--- src/rtl/mc_ctrl.sv ---
// ============================================================================
// Module      : mc_ctrl
// Description : Multicycle MIPS control unit. Sequences fetch, decode,
//               execute, memory and write-back and drives datapath strobes.
// Revision    : 1.0 - initial release
// ============================================================================
`default_nettype none

module mc_ctrl (
  input  logic       clk,
  input  logic       rst,
  input  logic [5:0] OP,
  input  logic [5:0] Fun,
  input  logic       MIO_ready,
  input  logic       zero,
  output logic       PCWrite,
  output logic       PCWriteCond,
  output logic       Branch_ne,
  output logic       IorD,
  output logic       MemRead,
  output logic       MemWrite,
  output logic       IRWrite,
  output logic [1:0] MemtoReg,
  output logic [1:0] RegDst,
  output logic       RegWrite,
  output logic       ALUSrcA,
  output logic [1:0] ALUSrcB,
  output logic       Zext,
  output logic [1:0] PCSource,
  output logic [2:0] ALU_Control,
  output logic [3:0] state_out
);

  typedef enum logic [3:0] {
    S_IF      = 4'd0,
    S_ID      = 4'd1,
    S_MEM_ADR = 4'd2,
    S_MEM_RD  = 4'd3,
    S_WB_LW   = 4'd4,
    S_MEM_WR  = 4'd5,
    S_EX_R    = 4'd6,
    S_WB_R    = 4'd7,
    S_BR      = 4'd8,
    S_J       = 4'd9,
    S_EX_I    = 4'd10,
    S_WB_I    = 4'd11,
    S_JAL     = 4'd12
  } state_t;

  localparam logic [2:0] c_ALU_AND = 3'b000;
  localparam logic [2:0] c_ALU_OR  = 3'b001;
  localparam logic [2:0] c_ALU_ADD = 3'b010;
  localparam logic [2:0] c_ALU_XOR = 3'b011;
  localparam logic [2:0] c_ALU_NOR = 3'b100;
  localparam logic [2:0] c_ALU_SRL = 3'b101;
  localparam logic [2:0] c_ALU_SUB = 3'b110;
  localparam logic [2:0] c_ALU_SLT = 3'b111;

  state_t     r_state;
  state_t     w_next;
  logic [2:0] w_r_alu;
  logic       w_r_known;
  logic [2:0] w_i_alu;
  logic       w_i_zext;
  logic       w_i_lui;
  logic       w_unused_zero;

  // Branch condition is resolved in the datapath; the flag is only passed through.
  assign w_unused_zero = zero;
  assign state_out     = r_state;

  always_ff @(posedge clk or posedge rst) begin
    if (rst) r_state <= S_IF;
    else     r_state <= w_next;
  end

  always_comb begin
    w_r_alu   = c_ALU_ADD;
    w_r_known = 1'b1;
    case (Fun)
      6'b100000: w_r_alu = c_ALU_ADD;
      6'b100010: w_r_alu = c_ALU_SUB;
      6'b100100: w_r_alu = c_ALU_AND;
      6'b100101: w_r_alu = c_ALU_OR;
      6'b100110: w_r_alu = c_ALU_XOR;
      6'b100111: w_r_alu = c_ALU_NOR;
      6'b101010: w_r_alu = c_ALU_SLT;
      6'b000010: w_r_alu = c_ALU_SRL;
      default:   w_r_known = 1'b0;
    endcase
  end

  always_comb begin
    w_i_alu  = c_ALU_ADD;
    w_i_zext = 1'b0;
    w_i_lui  = 1'b0;
    case (OP)
      6'b001010: w_i_alu = c_ALU_SLT;
      6'b001100: begin w_i_alu = c_ALU_AND; w_i_zext = 1'b1; end
      6'b001101: begin w_i_alu = c_ALU_OR;  w_i_zext = 1'b1; end
      6'b001110: begin w_i_alu = c_ALU_XOR; w_i_zext = 1'b1; end
      6'b001111: w_i_lui = 1'b1;
      default:   w_i_alu = c_ALU_ADD;
    endcase
  end

  always_comb begin
    w_next = S_IF;
    case (r_state)
      S_IF:      w_next = MIO_ready ? S_ID : S_IF;
      S_ID: begin
        case (OP)
          6'b000000:            w_next = S_EX_R;
          6'b100011, 6'b101011: w_next = S_MEM_ADR;
          6'b000100, 6'b000101: w_next = S_BR;
          6'b000010:            w_next = S_J;
          6'b000011:            w_next = S_JAL;
          6'b001000, 6'b001010, 6'b001100,
          6'b001101, 6'b001110, 6'b001111: w_next = S_EX_I;
          default:              w_next = S_IF;
        endcase
      end
      S_MEM_ADR: w_next = (OP == 6'b101011) ? S_MEM_WR : S_MEM_RD;
      S_MEM_RD:  w_next = MIO_ready ? S_WB_LW : S_MEM_RD;
      S_MEM_WR:  w_next = MIO_ready ? S_IF : S_MEM_WR;
      S_EX_R:    w_next = w_r_known ? S_WB_R : S_IF;
      S_EX_I:    w_next = S_WB_I;
      default:   w_next = S_IF;
    endcase
  end

  always_comb begin
    PCWrite     = 1'b0;
    PCWriteCond = 1'b0;
    Branch_ne   = 1'b0;
    IorD        = 1'b0;
    MemRead     = 1'b0;
    MemWrite    = 1'b0;
    IRWrite     = 1'b0;
    MemtoReg    = 2'b00;
    RegDst      = 2'b00;
    RegWrite    = 1'b0;
    ALUSrcA     = 1'b0;
    ALUSrcB     = 2'b00;
    Zext        = 1'b0;
    PCSource    = 2'b00;
    ALU_Control = c_ALU_ADD;
    case (r_state)
      S_IF: begin
        MemRead = 1'b1;
        ALUSrcB = 2'b01;
        IRWrite = MIO_ready;
        PCWrite = MIO_ready;
      end
      S_ID:      ALUSrcB = 2'b11;
      S_MEM_ADR: begin ALUSrcA = 1'b1; ALUSrcB = 2'b10; end
      S_MEM_RD:  begin IorD = 1'b1; MemRead = 1'b1; end
      S_WB_LW:   begin MemtoReg = 2'b01; RegWrite = 1'b1; end
      S_MEM_WR:  begin IorD = 1'b1; MemWrite = 1'b1; end
      S_EX_R: begin
        ALUSrcA     = 1'b1;
        ALU_Control = w_r_alu;
      end
      S_WB_R: begin
        RegDst      = 2'b01;
        RegWrite    = 1'b1;
        ALU_Control = w_r_alu;
      end
      S_BR: begin
        ALUSrcA     = 1'b1;
        ALU_Control = c_ALU_SUB;
        PCWriteCond = 1'b1;
        PCSource    = 2'b01;
        Branch_ne   = (OP == 6'b000101);
      end
      S_J:       begin PCWrite = 1'b1; PCSource = 2'b10; end
      S_JAL: begin
        PCWrite  = 1'b1;
        PCSource = 2'b10;
        RegWrite = 1'b1;
        RegDst   = 2'b10;
        MemtoReg = 2'b10;
      end
      S_EX_I: begin
        ALUSrcA     = 1'b1;
        ALUSrcB     = 2'b10;
        Zext        = w_i_zext;
        ALU_Control = w_i_alu;
      end
      S_WB_I: begin
        RegWrite    = 1'b1;
        MemtoReg    = w_i_lui ? 2'b11 : 2'b00;
        ALU_Control = w_i_alu;
      end
      default: ALU_Control = c_ALU_ADD;
    endcase
    // Reset must suppress architectural writes even before the state flop settles.
    if (rst) begin
      RegWrite = 1'b0;
      MemWrite = 1'b0;
    end
  end

endmodule

`default_nettype wire

--- config.mk ---
export PLATFORM = sky130hd
export DESIGN_NAME = mc_ctrl
export DESIGN_NICKNAME = d
export VERILOG_FILES = /design/src/rtl/mc_ctrl.sv
export SDC_FILE = /design/constraint.sdc
export NUM_CORES = 1
export LEC_CHECK = 0
export ABC_CLOCK_PERIOD_IN_PS = 1800
export CORE_UTILIZATION = 39
export DETAILED_ROUTE_END_ITERATION = 16
export HOLD_SLACK_MARGIN = 0.1
export PLACE_DENSITY_LB_ADDON = 0.3
export SETUP_SLACK_MARGIN = 0.1
export SYNTH_ARGS = -nofsm -noshare
export SYNTH_HDL_FRONTEND = slang
export SYNTH_SLANG_ARGS = --single-unit
--- constraint.sdc ---
create_clock -name clk -period 1.8 [get_ports clk]
set_input_delay 0.36 -clock clk [delete_from_list [all_inputs] [get_ports clk]]
set_output_delay 0.36 -clock clk [all_outputs]
set_load 0.05 [all_outputs]
==> flow_summary.json, run 1 <==
{
  "error": "[ERROR DPL-0038] Utilization greater than 100%, impossible to legalize",
  "synth_top_area_frac": 0.127,
  "numPortBuffers": 39,
  "netlist_top_cells_area": "dfrtp_1, nor2_1, ha_1",
  "status": "stopped before the end",
  "die_w_um": 47.0,
  "fp.dieH_um": 47.0,
  "synth-seq-cells": 4,
  "gp_congestion": 1.01,
  "ys_types": 39,
  "placementRows": 15,
  "synthCells": 117,
  "ys_seq_area_frac": 0.127,
  "syn_nets": 137,
  "yosys_warnings": 0,
  "synth_top_area_cell": "dfrtp_1",
  "syn-cell-area_um2": 791,
  "haltStage": "detailed placement",
  "pin_count": 41,
  "post_synth.cell_area_avg_um2": 6.76,
  "start_util": 0.434
}
## Yosys cell counts (all sizes together)
| cell type | instances |
|---|---|
| a21boi | 1 |
| a21oi | 10 |
| a22oi | 2 |
| a31oi | 1 |
| and2 | 1 |
| and2b | 1 |
| and3 | 2 |
| and3b | 1 |
| and4 | 1 |
| buf | 6 |
| clkbuf | 1 |
| dfrtp | 4 |
| ha | 4 |
| inv | 6 |
| nand2 | 9 |
| nand2b | 6 |
| nand3 | 5 |
| nand3b | 1 |
| nand4 | 3 |
| nand4b | 2 |
| nor2 | 15 |
| nor2b | 3 |
| nor3 | 4 |
| nor3b | 5 |
| nor4 | 1 |
| o211ai | 1 |
| o21a | 1 |
| o21ai | 8 |
| o221ai | 1 |
| o22ai | 1 |
| o311a | 2 |
| o31ai | 2 |
| or2 | 1 |
| or3b | 1 |
| xnor2 | 4 |
## stage by stage
stage	instances	setup TNS [ps]	cell area, um^2	setup WS, ps	hold slack, ps
2_1_floorplan	117	-3340	985	-297	131
3_3_place_gp	215	-2820	1900	-405	697
## kinds of logic after synthesis
family | Yosys count | synth area share
fa+ha+maj | 4 | 0.0633
flops | 4 | 0.127
compound gates | 30 | 0.237
buf+inv | 13 | 0.0839
xor+xnor | 4 | 0.0443
simple gates | 62 | 0.445
==> run 2, diff against run 1 <==
- CORE_AREA: unset -> 2 2 63 65
- CORE_UTILIZATION: 39 -> unset
- DIE_AREA: unset -> 0 0 65 67
- HOLD_SLACK_MARGIN: 0.1 -> unset
- PLACE_DENSITY_LB_ADDON: 0.3 -> 0.15
- SETUP_SLACK_MARGIN: 0.1 -> unset
==> flow_summary.json, run 2 <==
{
  "tightest_slew_ps": 332,
  "ys_types": 39,
  "async_flop_share": 1.00,
  "synth-seq-cells": 4,
  "drc_errors": 0,
  "cp-start-kind": "flip-flop",
  "r2r_end": "state_out[0]",
  "critPathMaxStageDelay_ps": 360,
  "synthTopCellsByCount": "nor2_1, a21oi_1, nand2_1",
  "hpwlAfterDp_um": 2770,
  "maxCapViolations": 0,
  "slew_headroom": 0.776,
  "ff2ff_path_depth": 8,
  "regArea_um2": 108,
  "ant_nets": 0,
  "vias": 1216,
  "drt-initial-drc-count": 18,
  "required_ps": 1440,
  "numCtsBuffers": 3,
  "cp-startpoint": "state_out[3]",
  "grt_pass1_vias": 1314,
  "fin_skew_ps": 5.44,
  "cts_tree": "done",
  "worst_slack_ps": -156,
  "numClockSinks": 4,
  "synthCells": 117,
  "grt_max_degree": 12,
  "synth_ff_type": "dfrtp_1",
  "peakVddDrop_mv": 0.545,
  "root_buffer": "clkbuf_8",
  "critPathSlowestCell": "dfrtp_2",
  "ctsHoldBuffers": 0,
  "drive_above_1_share": 0.673,
  "fillerInstances": 307,
  "drv_slew": 0,
  "synth_top_area_frac": 0.127,
  "synth.most_common_cell": "nor2_1",
  "post_synth.cell_area_avg_um2": 6.76,
  "grt_pass1_wl_um": 6010,
  "syn_nets": 137,
  "critical_path.endpoint": "MemtoReg[0]",
  "min_period_over_period": 1.09,
  "post_dp_cell_area_um2": 1930,
  "pre_cts_slack_ps": -507,
  "drt-pass1-iter-count": 4,
  "finalSetupViolCount": 15,
  "cts_htree_levels": 1,
  "grt-ovfl-total": 0,
  "rsz0062_at_grt": "yes",
  "routed_wl_um": 3630,
  "finalNetCount": 226,
  "clk_latency_ps": 230,
  "multi_input_area_um2": 963,
  "holdWs_ps": 520,
  "pin_count": 41,
  "crit_chain": "buf_6 > clkinvlp_4 > nor2_4 > and4_4 > nand4_1 > o31ai_4 > buf_12",
  "path_clk_slew_ps": 40,
  "die_w_um": 65,
  "ys_seq_area_frac": 0.127,
  "syn-cell-area_um2": 791,
  "fmax_mhz": 511,
  "largest_register_ffs": 4,
  "wl_per_cell_um": 14.3,
  "synthToLayoutAreaGrowth_pct": 184,
  "synth_edf_count": 0,
  "hp-class": "input port to async pin",
  "arrival_ps": 1600,
  "antenna_found_initial": 0,
  "start_util": 0.219,
  "grt.total_usage": 0.180,
  "violations": "setup timing",
  "diodes": 0,
  "die_area_um2": 4360,
  "netlist_top_cells_area": "dfrtp_1, nor2_1, ha_1",
  "crit_path_end_kind": "output pin",
  "fp.dieH_um": 67,
  "stdcell_area_um2": 2240,
  "clock_path_buffers": 2,
  "yosys_warnings": 0,
  "crit_type": "flip-flop to output pin",
  "status": "complete, but fails checks",
  "numPortBuffers": 39,
  "power_density_nw_per_um2": 1030,
  "gp_congestion": 0.923,
  "critPathMaxFanout": 3,
  "placementRows": 22,
  "layout_commonest_cell": "buf_4",
  "final-hold-violation-count": 0,
  "synth_top_area_cell": "dfrtp_1",
  "rr_startpoint": "state_out[3]",
  "vias_per_cell": 4.81,
  "r2r_slack_ps": 290,
  "p_leak_nw": 0.941,
  "core_um2": 3610,
  "mostFrequentLayoutCells": "buf_4, buf_12, buf_6",
  "period_minus_slack_ps": 1960
}
run 2: cell counts after synthesis:
Identical to the previous run, type by type.
run 2: worst max-delay path, delay by kind of cell, from the launching register on:
family	cells	cell delay (ps)
buf+inv	3	380
flops	1	360
compound gates	1	110
simple gates	3	500
run 2: logic make-up (layout without fill, tap and decap cells):
family / after synthesis / after routing / share of synthesized area
DFF: 4 / 4 / 0.127
and+or+nand+nor: 62 / 62 / 0.445
buffers and inverters: 13 / 101 / 0.0839
AOI/OAI and AO/OA: 30 / 30 / 0.237
xor gates and xnor gates: 4 / 4 / 0.0443
adders and majority gates: 4 / 4 / 0.0633
run 2: how the worst min path moves through the flow:
stage	end	slack, ps	cells after the start
final	state_out[2]	520	3
after global routing	state_out[3]	560	3
after CTS	state_out[2]	510	3
after detailed placement	state_out[1]	710	3
after global placement	state_out[1]	700	3
after floorplan	state_out[1]	130	1
run 2: what timing repair did:
action,in CTS,in global routing
gates resized for setup,67,14
setup endpoints to repair,21,19
pin swaps,14,6
buffers inserted,8,2
endpoints found under the hold margin,0,0
run 2: layer usage:
metal	up-vias	track usage	part of all wire
li1	594	-	-
met1	583	0.195	0.40
met2	33	0.348	0.55
met3	6	0.0220	0.029
met4	0	0.0771	0.021
met5	-	0	0
run 2: final cells by class:
class	instances	share of cell area
sequential	4	0.0480
tap	48	0.0268
timing repair buffer	91	0.462
clock buffer	4	0.0201
multi-input combinational	100	0.430
inverter	6	0.0134
run 2: per-stage QoR:
step,power (mW),utilization,cells,TNS (ps)
2_1_floorplan,0.990,-,117,-3250
3_3_place_gp,1.76,0.536,240,-3110
3_5_place_dp,1.78,0.536,240,-3590
4_1_cts,2.21,0.608,251,-963
5_1_grt,2.40,0.622,253,-1880
6_report,2.30,0.622,253,-1120
run 2: where the power goes:
group | leakage (nW) | total (mW) | switching [mW] | internal, mW
sequential | 0.0475 | 0.211 | 0.0877 | 0.123
combinational | 0.871 | 1.88 | 0.946 | 0.937
clock | 0.0228 | 0.209 | 0.0569 | 0.152
No activity file was read; power rests on OpenSTA's default activity.
==> run 3, diff against run 2 <==
- CELL_PAD_IN_SITES_DETAIL_PLACEMENT: unset -> 1
- CELL_PAD_IN_SITES_GLOBAL_PLACEMENT: unset -> 2
- CORE_AREA: 2 2 63 65 -> unset
- CORE_UTILIZATION: unset -> 19
- DIE_AREA: 0 0 65 67 -> unset
==> flow_summary.json, run 3 (synthesis results as in run 2) <==
{
  "status": "complete, but fails checks",
  "violations": "setup timing",
  "fin_skew_ps": 5.56,
  "crit_path_end_kind": "output pin",
  "critPathMaxFanout": 6,
  "power_frac_seq": 0.063,
  "netSwitchingPower_mw": 1.16,
  "grt.total_usage": 0.205,
  "stdcell_area_um2": 2340,
  "drc_errors": 0,
  "finalSetupViolCount": 11,
  "clockPowerShare": 0.083,
  "met2_usage": 0.379,
  "grt_pass1_wl_um": 6690,
  "maxCapViolations": 0,
  "fmax_mhz": 516,
  "root_buffer": "clkbuf_8",
  "worst_slack_ps": -137,
  "diodes": 0,
  "slew_headroom": 0.774,
  "placementRows": 23,
  "clk_latency_ps": 220,
  "ant_nets": 0,
  "drive_above_1_share": 0.706,
  "power_density_nw_per_um2": 1070,
  "required_ps": 1440,
  "hp-class": "input port to async pin",
  "tns_ps": -894,
  "final-hold-violation-count": 0,
  "p_comb_frac": 0.853,
  "path_clk_slew_ps": 40,
  "vias": 1259,
  "intPower_mw": 1.34,
  "pin_count": 41,
  "period_minus_slack_ps": 1940,
  "die_w_um": 66.5,
  "start_util": 0.198,
  "cts_htree_levels": 1,
  "grt_pass1_vias": 1314,
  "cp-start-kind": "flip-flop",
  "clock_path_buffers": 2,
  "p_sw_frac": 0.464,
  "vias_per_cell": 4.77,
  "fp.dieH_um": 66.5,
  "drv_slew": 0,
  "die_area_um2": 4420,
  "rr_startpoint": "state_out[1]",
  "p_leak_nw": 1.00,
  "numCtsBuffers": 3,
  "grt_max_degree": 9,
  "drt-pass1-iter-count": 4,
  "regArea_um2": 105,
  "cp-startpoint": "state_out[2]",
  "tightest_slew_ps": 336,
  "rsz0062_at_grt": "yes",
  "routed_wl_um": 4440,
  "numPortBuffers": 39,
  "peakVddDrop_mv": 0.461,
  "grt-ovfl-total": 0,
  "finalNetCount": 235,
  "drt-initial-drc-count": 29,
  "grtUsageMet3": 0.0154,
  "fillerInstances": 437,
  "crit_type": "flip-flop to output pin",
  "min_period_over_period": 1.08,
  "wl_per_cell_um": 16.8,
  "post_dp_cell_area_um2": 1920,
  "gp_congestion": 0.805,
  "hpwlAfterDp_um": 3130,
  "antenna_found_initial": 0,
  "numClockSinks": 4,
  "grtUsageMet1": 0.242,
  "largest_register_ffs": 4,
  "busiest_layer": "met2",
  "core_um2": 4000,
  "ctsHoldBuffers": 0,
  "multi_input_area_um2": 983,
  "cts_tree": "done",
  "arrival_ps": 1580,
  "synthToLayoutAreaGrowth_pct": 196,
  "mostFrequentLayoutCells": "buf_4, buf_12, buf_6",
  "layout_commonest_cell": "buf_4"
}
## run 3: cell types whose count changed in the layout (fill, tap and decap cells not counted), moves of 2 or more
cell / delta
buf_6: +5
o21ai_0: -3
nand2_4: +2
ha_4: +2
a21oi_1: +2
o21ai_1: +2
clkbuf_2: +3
a21oi_2: -2
buf_4: +3
## run 3: power groups by stage
stage	Combinational (mW)	Sequential, mW	Clock [mW]
after floorplan	0.763	0.227	0
after global placement	1.57	0.191	0
after detailed placement	1.60	0.193	0
after CTS	2.04	0.154	0.212
after global routing	2.22	0.162	0.214
final	2.14	0.158	0.208
## run 3: worst max-delay path, cell delays in order, from the launching register on
cell and delay [ps]:
dfrtp_2 480, nor2_4 160, and4_4 250, nand4_1 170, o31ai_4 120, buf_12 170
## run 3: final cells by class
class | count | area share
timing repair buffer | 100 | 0.476
multi-input combinational | 100 | 0.420
sequential | 4 | 0.0449
tap | 50 | 0.0267
clock buffer | 4 | 0.0193
inverter | 6 | 0.0128
## run 3: layer usage
metal	wire length [um]	part of all wire
met1	1880	0.42
met2	2420	0.55
met3	103	0.023
met4	27	0.0061
met5	0	0
## run 3: path summary, 6_finish.rpt
path,end,depth (start not counted),slack (ps)
setup / recovery,MemtoReg[0],5,-140
hold / removal,state_out[0],3,540
setup reg to reg,state_out[2],8,160
hold reg to reg,state_out[2],2,780
max in group asynchronous,state_out[1],3,1130
min in group clk,state_out[1],4,700
## run 3: timing repair
action | 4_1_cts | 5_1_grt
setup endpoints to repair | 18 | 17
gates resized for setup | 68 | 24
setup buffers | 17 | 4
pin swaps | 13 | 14
## run 3: stage by stage
step	hold WS, ps	instances	utilization	setup WS [ps]	total power, mW
after detailed placement	712	240	0.480	-480	1.79
final	545	264	0.585	-137	2.50
after global placement	688	240	0.480	-419	1.76
after floorplan	131	117	-	-297	0.990
after global routing	576	264	0.585	-183	2.60
after CTS	485	261	0.566	-159	2.41
==> run 4, diff against run 3 <==
- CTS_BUF_LIST: unset -> sky130_fd_sc_hd__clkbuf_4 sky130_fd_sc_hd__clkbuf_8 sky130_fd_sc_hd__clkbuf_16
==> flow_summary.json, run 4 (synthesis results as in run 2) <==
{
  "largest_register_ffs": 4,
  "violations": "setup timing",
  "routed_wl_um": 4440,
  "crit_type": "flip-flop to output pin",
  "gp_congestion": 0.805,
  "tns_ps": -883,
  "wl_per_cell_um": 16.8,
  "layout_commonest_cell": "buf_4",
  "placementRows": 23,
  "clock_path_buffers": 2,
  "fmax_mhz": 513,
  "die_w_um": 66.5,
  "clk_latency_ps": 230,
  "drv_slew": 0,
  "drc_errors": 0,
  "maxCapViolations": 0,
  "ctsHoldBuffers": 0,
  "rsz0062_at_grt": "yes",
  "pin_count": 41,
  "slew_headroom": 0.807,
  "ant_nets": 0,
  "status": "complete, but fails checks",
  "p_leak_nw": 1.01,
  "fp.dieH_um": 66.5,
  "critPathMaxFanout": 3,
  "vias": 1287,
  "grt_pass1_vias": 1360,
  "crit_path_end_kind": "output pin",
  "finalNetCount": 235,
  "mostFrequentLayoutCells": "buf_4, buf_12, buf_6",
  "drt-pass1-iter-count": 4,
  "fin_util": 0.581,
  "start_util": 0.198,
  "cp-start-kind": "flip-flop",
  "worst_slack_ps": -148,
  "power_density_nw_per_um2": 1070,
  "arrival_ps": 1590,
  "cts_htree_levels": 1,
  "numCtsBuffers": 3,
  "fin_skew_ps": 4.78,
  "antenna_found_initial": 0,
  "root_buffer": "clkbuf_8",
  "hpwlAfterDp_um": 3130,
  "hp-class": "input port to async pin",
  "stdcell_count": 264,
  "pre_cts_slack_ps": -480,
  "final-hold-violation-count": 0,
  "finalSetupViolCount": 11,
  "vias_per_cell": 4.88,
  "dp.cells": 240,
  "power_mw": 2.49,
  "grt-ovfl-total": 0,
  "fillerInstances": 446,
  "diodes": 0,
  "numClockSinks": 4,
  "die_area_um2": 4420,
  "drive_above_1_share": 0.701,
  "synthToLayoutAreaGrowth_pct": 194,
  "peakVddDrop_mv": 0.465,
  "cts_tree": "done",
  "grt_max_degree": 9,
  "core_um2": 4000,
  "drt-initial-drc-count": 35,
  "path_clk_slew_ps": 40,
  "min_period_over_period": 1.08,
  "period_minus_slack_ps": 1950,
  "numPortBuffers": 39,
  "required_ps": 1440,
  "grt.total_usage": 0.214,
  "grt_pass1_wl_um": 6930,
  "tightest_slew_ps": 287
}
==> run 4: layout make-up <==
type	instances	area [um^2]	share of cell area
timing repair buffer	100	1130	0.485
inverter	6	30.0	0.0129
clock buffer	4	48.8	0.0210
tap	50	62.6	0.0269
multi-input combinational	100	951	0.409
sequential	4	105	0.0452
==> run 4: repair_timing <==
action | in CTS | in global routing
buffers inserted | 17 | 4
gates resized for setup | 68 | 24
setup endpoints to repair | 18 | 18
pin swaps | 13 | 10
cloned | 0 | 0
==> run 4: final timing paths <==
check,start,depth (start not counted),slack [ps],end
max,state_out[3],6,-150,ALU_Control[2]
min,rst,3,520,state_out[0]
max reg2reg,state_out[1],8,160,state_out[2]
min reg2reg,state_out[3],2,790,state_out[2]
max in group asynchronous,rst,3,1160,state_out[2]
min in group clk,OP[4],4,690,state_out[1]
==> run 4: per-layer routing <==
| layer | track usage | up-vias | wire length [um] |
|---|---|---|---|
| met2 | 0.408 | 29 | 2470 |
| met5 | 0 | - | 0 |
| met4 | 0.0745 | 0 | 59 |
| met3 | 0.0205 | 5 | 99 |
| met1 | 0.243 | 632 | 1810 |
| li1 | - | 621 | - |
==> run 4: critical path, cell delays in order, from the launching register on <==
cell and delay [ps]:
dfrtp_2 420, nand2b_4 160, nor2_4 100, o211ai_1 140
buf_4 180, o221ai_4 190, buf_12 170
==> run 4: stage by stage <==
step / area, um^2 / hold slack [ps]
after global placement: 1920 / 688
after detailed placement: 1920 / 712
after CTS: 2270 / 483
after global routing: 2320 / 577
after floorplan: 978 / 131
final: 2320 / 521
==> run 4: report_power, final <==
part	switching, mW	total (mW)	leakage, nW	internal [mW]
Clock	0.0617	0.229	0.0262	0.168
Sequential	0.0366	0.155	0.0475	0.118
Combinational	1.05	2.11	0.937	1.06
Total	1.15	2.49	1.01	1.34
